==> src/rtl/conv1d_2nd_read_scheduler_if.sv <==
// Handshake and RAM-read bundle between the conv1d layer-2 read scheduler and its controller.
// The controller drives start/stall/write_busy; the scheduler drives the rest.
interface conv1d_2nd_read_scheduler_if #(
  parameter int unsigned FILT_W = 4
);
  logic              start;
  logic              write_busy;
  logic              stall;
  logic              busy;
  logic              done;
  logic              read_enable;
  logic [2:0]        read_depth;
  logic [7:0]        read_width;
  logic              data_valid;
  logic              acc_clear;
  logic              acc_dump;
  logic [7:0]        out_width;
  logic [FILT_W-1:0] filter_index;

  modport master (
    output start, write_busy, stall,
    input  busy, done, read_enable, read_depth, read_width,
    input  data_valid, acc_clear, acc_dump, out_width, filter_index
  );

  modport slave (
    input  start, write_busy, stall,
    output busy, done, read_enable, read_depth, read_width,
    output data_valid, acc_clear, acc_dump, out_width, filter_index
  );
endinterface

==> src/rtl/conv1d_2nd_read_scheduler.sv <==
// Read-side sequencer for the layer-2 CONV1D data RAM: walks filter/width/channel and emits
// RAM reads plus the one-cycle-delayed valid/clear/dump/tag stream for the MAC.
module conv1d_2nd_read_scheduler #(
  parameter int unsigned IN_CH  = 8,
  parameter int unsigned WIDTH  = 256,
  parameter int unsigned OUT_CH = 16,
  parameter int unsigned FILT_W = 4
) (
  input  logic                       clk_i,
  input  logic                       rst_ni,
  conv1d_2nd_read_scheduler_if.slave bus_io
);

  localparam logic [2:0]        DLast = 3'(IN_CH - 1);
  localparam logic [7:0]        WLast = 8'(WIDTH - 1);
  localparam logic [FILT_W-1:0] FLast = FILT_W'(OUT_CH - 1);

  typedef enum logic [1:0] {StIdle, StRun, StDrain, StDone} state_e;

  state_e            state_q, state_d;
  logic [2:0]        d_q, d_d;
  logic [7:0]        w_q, w_d;
  logic [FILT_W-1:0] f_q, f_d;
  logic              issue;
  logic              busy_d;

  logic              re_q;
  logic [2:0]        rd_depth_q;
  logic [7:0]        rd_width_q;
  logic [FILT_W-1:0] rd_f_q;
  logic              dv_q, clr_q, dump_q, busy_q, done_q;
  logic [7:0]        ow_q;
  logic [FILT_W-1:0] fi_q;

  always_comb begin
    state_d = state_q;
    d_d     = d_q;
    w_d     = w_q;
    f_d     = f_q;
    issue   = 1'b0;
    case (state_q)
      StIdle: begin
        if (bus_io.start && !bus_io.write_busy) begin
          issue   = 1'b1;
          state_d = StRun;
        end
      end
      StRun:   issue   = !bus_io.stall;
      StDrain: state_d = StDone;
      StDone:  state_d = StIdle;
      default: state_d = StIdle;
    endcase
    // Counters sit at the next read to issue; the first read comes straight from IDLE.
    if (issue) begin
      if (d_q == DLast) begin
        d_d = '0;
        if (w_q == WLast) begin
          w_d = '0;
          if (f_q == FLast) begin
            f_d     = '0;
            state_d = StDrain;
          end else begin
            f_d = f_q + 1'b1;
          end
        end else begin
          w_d = w_q + 8'd1;
        end
      end else begin
        d_d = d_q + 3'd1;
      end
    end
    busy_d = (state_q != StIdle) || (state_d != StIdle);
  end

  always_ff @(posedge clk_i or negedge rst_ni) begin
    if (!rst_ni) begin
      state_q    <= StIdle;
      d_q        <= '0;
      w_q        <= '0;
      f_q        <= '0;
      re_q       <= 1'b0;
      rd_depth_q <= '0;
      rd_width_q <= '0;
      rd_f_q     <= '0;
      dv_q       <= 1'b0;
      clr_q      <= 1'b0;
      dump_q     <= 1'b0;
      ow_q       <= '0;
      fi_q       <= '0;
      busy_q     <= 1'b0;
      done_q     <= 1'b0;
    end else begin
      state_q    <= state_d;
      d_q        <= d_d;
      w_q        <= w_d;
      f_q        <= f_d;
      re_q       <= issue;
      rd_depth_q <= issue ? d_q : '0;
      rd_width_q <= issue ? w_q : '0;
      rd_f_q     <= issue ? f_q : '0;
      // RAM samples on the negedge of the read cycle, so its data is usable one cycle later.
      dv_q       <= re_q;
      clr_q      <= re_q && (rd_depth_q == '0);
      dump_q     <= re_q && (rd_depth_q == DLast);
      ow_q       <= rd_width_q;
      fi_q       <= rd_f_q;
      busy_q     <= busy_d;
      done_q     <= (state_q == StDone);
    end
  end

  assign bus_io.read_enable  = re_q;
  assign bus_io.read_depth   = rd_depth_q;
  assign bus_io.read_width   = rd_width_q;
  assign bus_io.data_valid   = dv_q;
  assign bus_io.acc_clear    = clr_q;
  assign bus_io.acc_dump     = dump_q;
  assign bus_io.out_width    = ow_q;
  assign bus_io.filter_index = fi_q;
  assign bus_io.busy         = busy_q;
  assign bus_io.done         = done_q;

endmodule

==> src/flat_wrapper.sv <==
// flat-port wrapper written by rule: the top's interface ports become plain ports
module conv1d_2nd_read_scheduler_flat 
#(
  parameter int unsigned IN_CH  = 8,
  parameter int unsigned WIDTH  = 256,
  parameter int unsigned OUT_CH = 16,
  parameter int unsigned FILT_W = 4
)
  (clk_i, rst_ni, bus_io_start, bus_io_write_busy, bus_io_stall, bus_io_busy, bus_io_done, bus_io_read_enable, bus_io_read_depth, bus_io_read_width, bus_io_data_valid, bus_io_acc_clear, bus_io_acc_dump, bus_io_out_width, bus_io_filter_index);
  conv1d_2nd_read_scheduler_if #(.FILT_W(FILT_W)) bus_io_i ();
  input  logic clk_i;
  input  logic rst_ni;
  input wire logic [$bits(bus_io_i.start)-1:0] bus_io_start;
  input wire logic [$bits(bus_io_i.write_busy)-1:0] bus_io_write_busy;
  input wire logic [$bits(bus_io_i.stall)-1:0] bus_io_stall;
  output wire logic [$bits(bus_io_i.busy)-1:0] bus_io_busy;
  output wire logic [$bits(bus_io_i.done)-1:0] bus_io_done;
  output wire logic [$bits(bus_io_i.read_enable)-1:0] bus_io_read_enable;
  output wire logic [$bits(bus_io_i.read_depth)-1:0] bus_io_read_depth;
  output wire logic [$bits(bus_io_i.read_width)-1:0] bus_io_read_width;
  output wire logic [$bits(bus_io_i.data_valid)-1:0] bus_io_data_valid;
  output wire logic [$bits(bus_io_i.acc_clear)-1:0] bus_io_acc_clear;
  output wire logic [$bits(bus_io_i.acc_dump)-1:0] bus_io_acc_dump;
  output wire logic [$bits(bus_io_i.out_width)-1:0] bus_io_out_width;
  output wire logic [$bits(bus_io_i.filter_index)-1:0] bus_io_filter_index;
  assign bus_io_i.start = bus_io_start;
  assign bus_io_i.write_busy = bus_io_write_busy;
  assign bus_io_i.stall = bus_io_stall;
  assign bus_io_busy = bus_io_i.busy;
  assign bus_io_done = bus_io_i.done;
  assign bus_io_read_enable = bus_io_i.read_enable;
  assign bus_io_read_depth = bus_io_i.read_depth;
  assign bus_io_read_width = bus_io_i.read_width;
  assign bus_io_data_valid = bus_io_i.data_valid;
  assign bus_io_acc_clear = bus_io_i.acc_clear;
  assign bus_io_acc_dump = bus_io_i.acc_dump;
  assign bus_io_out_width = bus_io_i.out_width;
  assign bus_io_filter_index = bus_io_i.filter_index;
  conv1d_2nd_read_scheduler #(.IN_CH(IN_CH), .WIDTH(WIDTH), .OUT_CH(OUT_CH), .FILT_W(FILT_W)) u_core (.clk_i(clk_i), .rst_ni(rst_ni), .bus_io(bus_io_i));
endmodule
==> config.mk <==
export PLATFORM = sky130hd
export DESIGN_NAME = conv1d_2nd_read_scheduler_flat
export DESIGN_NICKNAME = d
export VERILOG_FILES = /design/src/rtl/conv1d_2nd_read_scheduler_if.sv /design/src/rtl/conv1d_2nd_read_scheduler.sv /design/src/flat_wrapper.sv
export SDC_FILE = /design/constraint.sdc
export NUM_CORES = 1
export LEC_CHECK = 0
export CAP_MARGIN = 20
export CORE_MARGIN = 10
export CORE_UTILIZATION = 54
export DETAILED_ROUTE_END_ITERATION = 10
export GPL_ROUTABILITY_DRIVEN = 1
export PLACE_DENSITY = 0.91
export SYNTH_ARGS = -nofsm -noshare
export SYNTH_HDL_FRONTEND = slang
export SYNTH_SLANG_ARGS = --single-unit
export TNS_END_PERCENT = 5
==> constraint.sdc <==
create_clock -name clk_i -period 2.7 [get_ports clk_i]
set_input_delay 0.54 -clock clk_i [delete_from_list [all_inputs] [get_ports clk_i]]
set_output_delay 0.54 -clock clk_i [all_outputs]
set_load 0.005 [all_outputs]
* Word-level counts from Yosys, hierarchy flattened
Cells that the tools add are included.
Cells by class: muxes and demuxes 14, equality and inequality tests 7, reduce and logical (&&, ||, !) cells 12, $add $sub $neg 3
Operator list (count):
- $mux 8 | 2
- $mux 2 | 5
- $add 8x1->8 const B | 1
- $eq 8x8->1 const B | 1
- $mux 4 | 2
- $eq 3x3->1 const B | 2
- $mux 3 | 2
- $pmux 2 s3 | 1
- $add 4x1->4 const B | 1
- $eq 2x2->1 const B | 2
- $eq 4x4->1 const B | 1
- $reduce_bool 2->1 | 2
- $add 3x1->3 const B | 1
- $logic_and 1x1->1 | 3
- $logic_not 3->1 | 1
- $reduce_and 3->1 | 1
- $eq 2x1->1 const B | 1
- $logic_not 1->1 | 2
- $logic_not 2->1 | 1
- $pmux 1 s2 | 1
- $reduce_and 2->1 | 1
- $logic_or 1x1->1 | 1
- $mux 1 | 1
Storage, ports and cells: input port bits 5, word-level logic and storage cells 51, flip-flop bits (word level) 50

* Logic depth before layout (Yosys ltp)
Gate-level depths: netlist of the first run.
word-level depth 10, depth in mapped cells 6, depth with buffers taken out 6

* Worst setup path before layout of the first run
Ideal clock, no wire load.
path type input to register, start point in bus_io_write_busy, end point reg u_core.f_q[0], data arrival time 1.577 ns, stages on the path 4, slack 0.995 ns, buffers on the path 0, cells stage by stage nor4b_4 o21ai_2 nor2_2 mux2_1
On the way: longest elaborated chain between the ends 5
Ends and longest elaborated chain:
- start, declared | line flat_wrapper.sv:14 | input wire logic [$bits(bus_io_i.write_busy)-1:0] bus_io_write_busy;
- $logic_not 1->1 | line conv1d_2nd_read_scheduler.sv:43 | if (bus_io.start && !bus_io.write_busy) begin
- $logic_and 1x1->1 | line conv1d_2nd_read_scheduler.sv:43
- $mux 1 | line conv1d_2nd_read_scheduler.sv:43
- $pmux 1 s2 | line conv1d_2nd_read_scheduler.sv:41 | case (state_q)
- $reduce_and 3->1 (no source line)
- end signal, assigned | line conv1d_2nd_read_scheduler.sv:80 | f_q <= '0;
- end signal, assigned | line conv1d_2nd_read_scheduler.sv:96 | f_q <= f_d;
- end, declared | line conv1d_2nd_read_scheduler.sv:23 | logic [FILT_W-1:0] f_q, f_d;
No other way between the ends. A chain may end at the register's enable or synchronous reset.

* Worst setup path after layout of the first run
start point reg u_core.w_q[0], end point reg u_core.f_q[1]
On the way: longest elaborated chain between the ends 2
Ends and longest elaborated chain:
- start, declared | line conv1d_2nd_read_scheduler.sv:22 | logic [7:0] w_q, w_d;
- start signal, assigned | line conv1d_2nd_read_scheduler.sv:95 | w_q <= w_d;
- $eq 8x8->1 | line conv1d_2nd_read_scheduler.sv:57 | if (w_q == WLast) begin
- $reduce_and 3->1 (no source line)
No other way between the ends.

==> impl_results.md, run 1 <==
* Via count at 1,139
* Post-DP HPWL at 2.38 mm
* Global-route usage over all layers at 0.116
* ANT cells at 0
* Min-delay worst type: reg2reg
* Max VDD drop at 381 µV
* Syn avg cell area at 13.9 µm²
* Seq/Total Area, Yosys at 0.680
* Die area at 0.00614 mm²
* Final number of setup-violating endpoints at 0
* Die Height at 78.4 µm
* Share of the synthesized area in the top cell type at 0.680
* WHS at 0.364 ns
* Die X at 78.4 µm
* Area contributors post-synth: dfrtp_1 (68%), and2_1 (5.4%), ha_1 (2.7%)
* Post-synth EDFFs at 0
* Number of global-route vias before repair at 1,173
* DR pass1 iterations at 4
* Gr ovfl total at 0
* Vias per Instance at 5.20
* Max transition margin at 0.748
* Crit-path max FO at 6
* Root Driver: clkbuf_4
* CP Launch Type: register
* Pins Over Slew Limit at 0
* R2R setup slack at 0.75 ns
* Final non-filler cell total at 219
* Clk slew on worst S/H paths at 0.13 ns
* Nets at 181
* Area leader, netlist: dfrtp_1
* Max cap viols at 0
* #FFs+latches synth at 50
* CTS tree: done
* Mapped cell area at 0.00184 mm²
* Period minus WS final at 1.95 ns
* Status: finished clean
* Most common cell in the netlist: dfrtp_1
* Pin count of the biggest net entering global routing at 51
* Leakage power total at 1.09 nW
* Final GP Congestion at 0.808
* Initial core utilization at 0.556
* Synth async-reset ratio at 1.00
* RSZ-0062 raised after global routing: no
* I/O Buffers at 33
* YS warnings at 0
* First-pass GRT wire length at 5.73 mm
* WS Path Type: reg2reg
* Net Count, Synth at 141
* CTS Sinks at 50
* Storage element area at 0.00125 mm²
* Wire length per cell at 15.5 µm
* Final cycle utilization of the critical path at 0.722
* Fillers at 239
* Area grow syn2layout at 26.3%
* Setup TNS at 0 ns
* Max Buffers Root-to-Sink at 2
* Placed insts at 209
* Place WS at 0.370 ns
* Synth cell count leaders: dfrtp_1 (50), and2_1 (16), inv_1 (6), nor2_1 (6), and4_1 (5)
* Clock latency on the worst-skew pair at 0.37 ns
* PD cells at 669 mW/mm²
* IO Count at 34
* FMAX at 513 MHz
* Total Wirelength at 3.39 mm
* Primary FF master, synth: dfrtp_1
* Core ar. at 0.00331 mm²
* CTS buffer count at 5
* ANT nets after route at 0
* Worst EP required at 2.96 ns
* Initial DRC Count at 62
* Num rows at 21
* Share of cells above drive strength 1 at 0.0867
* Worst Clk Skew at 0.00372 ns
* Initial antenna violation count at 0
* Critical Path AT at 2.21 ns
* Fin. Hold Viols at 0
* Multi-input logic area at 552 µm²
* Syn Inst Count at 132
* H-tree Lvls at 2
* Setup crit end kind: register
* DRC at 0
* Final Worst Setup Slack at 0.750 ns
* Worst-Margin Slew at 0.378 ns
* Unique masters post-synth at 34
==> registers in the layout (all words and copies together), names as in the netlist <==
| register | flops |
|---|---|
| u_core.bus_io.filter_index | 4 |
| u_core.bus_io.acc_dump | 1 |
| u_core.bus_io.acc_clear | 1 |
| u_core.bus_io.read_width | 8 |
| u_core.f_q | 4 |
| u_core.bus_io.read_enable | 1 |
| u_core.d_q | 3 |
| u_core.bus_io.data_valid | 1 |
| u_core.rd_f_q | 4 |
| u_core.bus_io.done | 1 |
| u_core.bus_io.busy | 1 |
| u_core.w_q | 8 |
| u_core.state_q | 2 |
| u_core.bus_io.out_width | 8 |
| u_core.bus_io.read_depth | 3 |
==> critical path: stages (launching register included) <==
cell	delay (ns)
dfrtp_1	0.44
ha_1	0.23
and4_1	0.28
nand4_1	0.24
nor2_2	0.30
mux2_1	0.35
==> layout by cell type (no fill, tap or decap), types with 2 or more instances in the layout <==
cell type and count:
inv_1 6, xor2_1 3, nand2_1 2, nor3_1 3, ha_1 4, nor2_1 6, o21ai_0 2, nor2b_1 2
and2_1 16, and4_1 5, dfrtp_1 50, nand4_1 2, clkbuf_4 5, nand3_1 3, clkdlybuf4s50_1 32, mux2_1 4
xnor2_1 3
==> timing repair <==
action / in CTS / in global routing
hold buffers: 0 / 1
resized for setup: 0 / 0
setup buffers: 0 / 0
setup endpoints to repair: 0 / 0
hold endpoints to repair: 0 / 6
==> stage by stage <==
step / area (µm²) / util / power [W]
after floorplan: 1840 / - / 0.00100
after detailed placement: 2220 / 0.669 / 0.00115
after global placement: 2220 / 0.669 / 0.00112
final: 2320 / 0.702 / 0.00155
after CTS: 2290 / 0.693 / 0.00157
after global routing: 2320 / 0.702 / 0.00164
==> metal layers <==
metal  up-vias  track usage  share of wire
met5         -            0              0
met4         0       0.0538          0.014
met3         6       0.0456          0.070
met2        39        0.198           0.52
met1       558        0.123           0.39
li1        536            -              -
==> worst paths after layout <==
check | end | from | cells after the start
max | u_core.f_q[1] | u_core.w_q[0] | 5
max reg2reg | u_core.f_q[1] | u_core.w_q[0] | 5
min reg2reg | u_core.bus_io.filter_index[3] | u_core.rd_f_q[3] | 0
max in group asynchronous | u_core.f_q[0] | rst_ni | 3
min | u_core.bus_io.filter_index[3] | u_core.rd_f_q[3] | 0
min in group asynchronous | u_core.bus_io.acc_dump | rst_ni | 2
==> kinds of logic after synthesis <==
logic type / count (synthesis) / synth area share
flops: 50 / 0.680
simple gates: 47 / 0.167
compound gates: 11 / 0.0462
buf+inv: 9 / 0.0204
xor+xnor: 6 / 0.0286
mux: 5 / 0.0306
fa+ha+maj: 4 / 0.0272
==> report_power, final <==
part | switching (W) | internal, W | leakage [nW] | total, W
Sequential | 0.0000621 | 0.000831 | 0.657 | 0.000893
Combinational | 0.000102 | 0.000144 | 0.395 | 0.000246
Clock | 0.000221 | 0.000195 | 0.0385 | 0.000417
Total | 0.000385 | 0.00117 | 1.09 | 0.00155
==> cell type report <==
class                           instances  share of cell area
Sequential cell                        50               0.538
Multi-Input combinational cell         73               0.237
Timing Repair Buffer                   36               0.156
Inverter                                6             0.00969
Clock inverter                          2              0.0161
Clock buffer                            6              0.0178
Tap cell                               46              0.0248
Note: power is estimated with default switching activity, not from simulation.
==> run 2, diff against run 1 <==
--- a/config.mk
+++ b/config.mk
@@ -7,10 +7,10 @@
 export LEC_CHECK = 0
 export CAP_MARGIN = 20
 export CORE_MARGIN = 10
-export CORE_UTILIZATION = 54
+export CORE_UTILIZATION = 50
 export DETAILED_ROUTE_END_ITERATION = 10
 export GPL_ROUTABILITY_DRIVEN = 1
-export PLACE_DENSITY = 0.91
+export PLACE_DENSITY = 0.86
 export SYNTH_ARGS = -nofsm -noshare
 export SYNTH_HDL_FRONTEND = slang
 export SYNTH_SLANG_ARGS = --single-unit
==> constraint.sdc (replaced) <==
create_clock -name clk_i -period 1.94 [get_ports clk_i]
set_input_delay 0.388 -clock clk_i [delete_from_list [all_inputs] [get_ports clk_i]]
set_output_delay 0.388 -clock clk_i [all_outputs]
set_load 0.005 [all_outputs]
==> impl_results.md, run 2 (synthesis gave the netlist of run 1 again) <==
* Root Driver: clkbuf_8
* Leakage power total at 1.13 nW
* Worst reg2reg endpoint: u_core.w_q[7]
* Post-Layout Inst Area at 0.00241 mm²
* Post-DP HPWL at 2.63 mm
* Critical Path AT at 2.02 ns
* R2R setup slack at 0.11 ns
* CTS Sinks at 50
* Initial DRC Count at 61
* Core ar. at 0.00344 mm²
* Part of the power in registers at 0.531
* Final GP Congestion at 0.801
* Placed insts at 216
* Fin. Hold Viols at 0
* Worst EP required at 2.13 ns
* H-tree Lvls at 2
* Vias per Instance at 5.13
* Worst Clk Skew at 0.00619 ns
* CTS tree: done
* Pins Over Slew Limit at 0
* First-pass GRT wire length at 6.04 mm
* FMAX at 546 MHz
* Clock latency on the worst-skew pair at 0.30 ns
* Num rows at 21
* I/O Buffers at 33
* DRC at 0
* Setup crit start: u_core.d_q[1]
* RSZ-0062 raised after global routing: no
* Wire length per cell at 16.3 µm
* Final number of setup-violating endpoints at 0
* Combinational Power Share at 0.164
* Die X at 80.7 µm
* Die Height at 80.7 µm
* DR pass1 iterations at 4
* PD cells at 981 mW/mm²
* IO Count at 34
* Total Wirelength at 3.69 mm
* ANT cells at 0
* Setup crit end kind: register
* Via count at 1,159
* WS Path Type: reg2reg
* Setup TNS at 0 ns
* Worst-Margin Slew at 0.565 ns
* Max Buffers Root-to-Sink at 2
* Status: finished clean
* Global-route usage over all layers at 0.122
* Final non-filler cell total at 226
* Psw at 0.000595 W
* CTS buffer count at 5
* CP Launch Type: register
* Initial antenna violation count at 0
* Most frequent cells in the layout: dfrtp_1 (50), clkdlybuf4s50_1 (32), and2_1 (16)
* Period minus WS final at 1.83 ns
* Area grow syn2layout at 31.0%
* Max transition margin at 0.623
* Gr ovfl total at 0
* Placed Area at 0.00227 mm²
* Nets at 188
* Die area at 0.00651 mm²
* Number of global-route vias before repair at 1,237
* Max VDD drop at 549 µV
* Cells on worst reg2reg path at 6
* Clk slew on worst S/H paths at 0.09 ns
* Worst reg2reg startpoint: u_core.d_q[1]
* Final cycle utilization of the critical path at 0.944
* Pin count of the biggest net entering global routing at 29
* Share of cells above drive strength 1 at 0.133
* ANT nets after route at 0
* Commonest non-fill, non-tap cell in the layout: dfrtp_1
* Clock Power Share at 0.304
* P_int at 0.00177 W
* Initial core utilization at 0.535
* Crit-path max FO at 6
* Max cap viols at 0
* Min-delay worst type: in2async
* Sw Ratio at 0.252
run 2: cell count changes in the layout (fill, tap and decap cells not counted):
cell	change
ha_1	-1
buf_4	+9
clkbuf_4	-5
ha_4	+1
dlygate4sd3_1	-1
buf_12	-1
nor2_2	-1
nor2_4	+1
clkbuf_8	+5
run 2: metal layers:
layer / vias up / track usage / part of all wire
met3: 4 / 0.0367 / 0.083
met4: 0 / 0.0675 / 0.021
met5: - / 0 / 0
met2: 42 / 0.207 / 0.49
met1: 566 / 0.132 / 0.41
li1: 547 / - / -
run 2: critical path, cell delays in order, from the launching register on:
cell and delay (ns):
dfrtp_1 0.39, ha_1 0.22, ha_4 0.20, and4_1 0.26, o2111ai_1 0.17, o221a_1 0.26, a211o_1 0.22
run 2: through the flow:
| step | hold WS, ns | total power (W) | setup WS (ns) | util |
|---|---|---|---|---|
| 4_1_cts | 0.0864 | 0.00234 | 0.00107 | 0.691 |
| 2_1_floorplan | 0.0924 | 0.00140 | 0.269 | - |
| 5_1_grt | 0.106 | 0.00249 | 0.00813 | 0.700 |
| 3_3_place_gp | 0.333 | 0.00157 | -0.0764 | 0.659 |
| 6_report | 0.0667 | 0.00236 | 0.109 | 0.700 |
| 3_5_place_dp | 0.335 | 0.00162 | -0.140 | 0.659 |
run 2: how the worst max path moves through the flow:
stage | endpoint | depth (start not counted)
floorplan | u_core.w_q[7] | 6
global route | u_core.w_q[7] | 6
detailed placement | u_core.f_q[0] | 5
finish | u_core.w_q[7] | 6
global placement | u_core.f_q[1] | 5
CTS | u_core.w_q[7] | 6
run 2: what timing repair did:
| item | CTS | global route |
|---|---|---|
| hold buffers | 0 | 0 |
| endpoints found under the setup margin | 0 | 5 |
| buffers inserted | 0 | 2 |
| resized for setup | 0 | 3 |
run 2: power by group through the flow:
stage          clock [W]  combinational [W]  sequential, W
6_report        0.000720           0.000388        0.00126
5_1_grt         0.000778           0.000437        0.00127
4_1_cts         0.000727           0.000357        0.00125
3_5_place_dp           0           0.000351        0.00127
3_3_place_gp           0           0.000323        0.00125
2_1_floorplan          0           0.000152        0.00125
run 2: area by class of cell:
cell class / count / area [µm²]
clock inverter: 2 / 37.5
sequential: 50 / 1250
clock buffer: 6 / 72.6
tap: 46 / 57.6
timing repair buffer: 43 / 400
inverter: 6 / 22.5
multi-input combinational: 73 / 569
fill: 232 / 1030
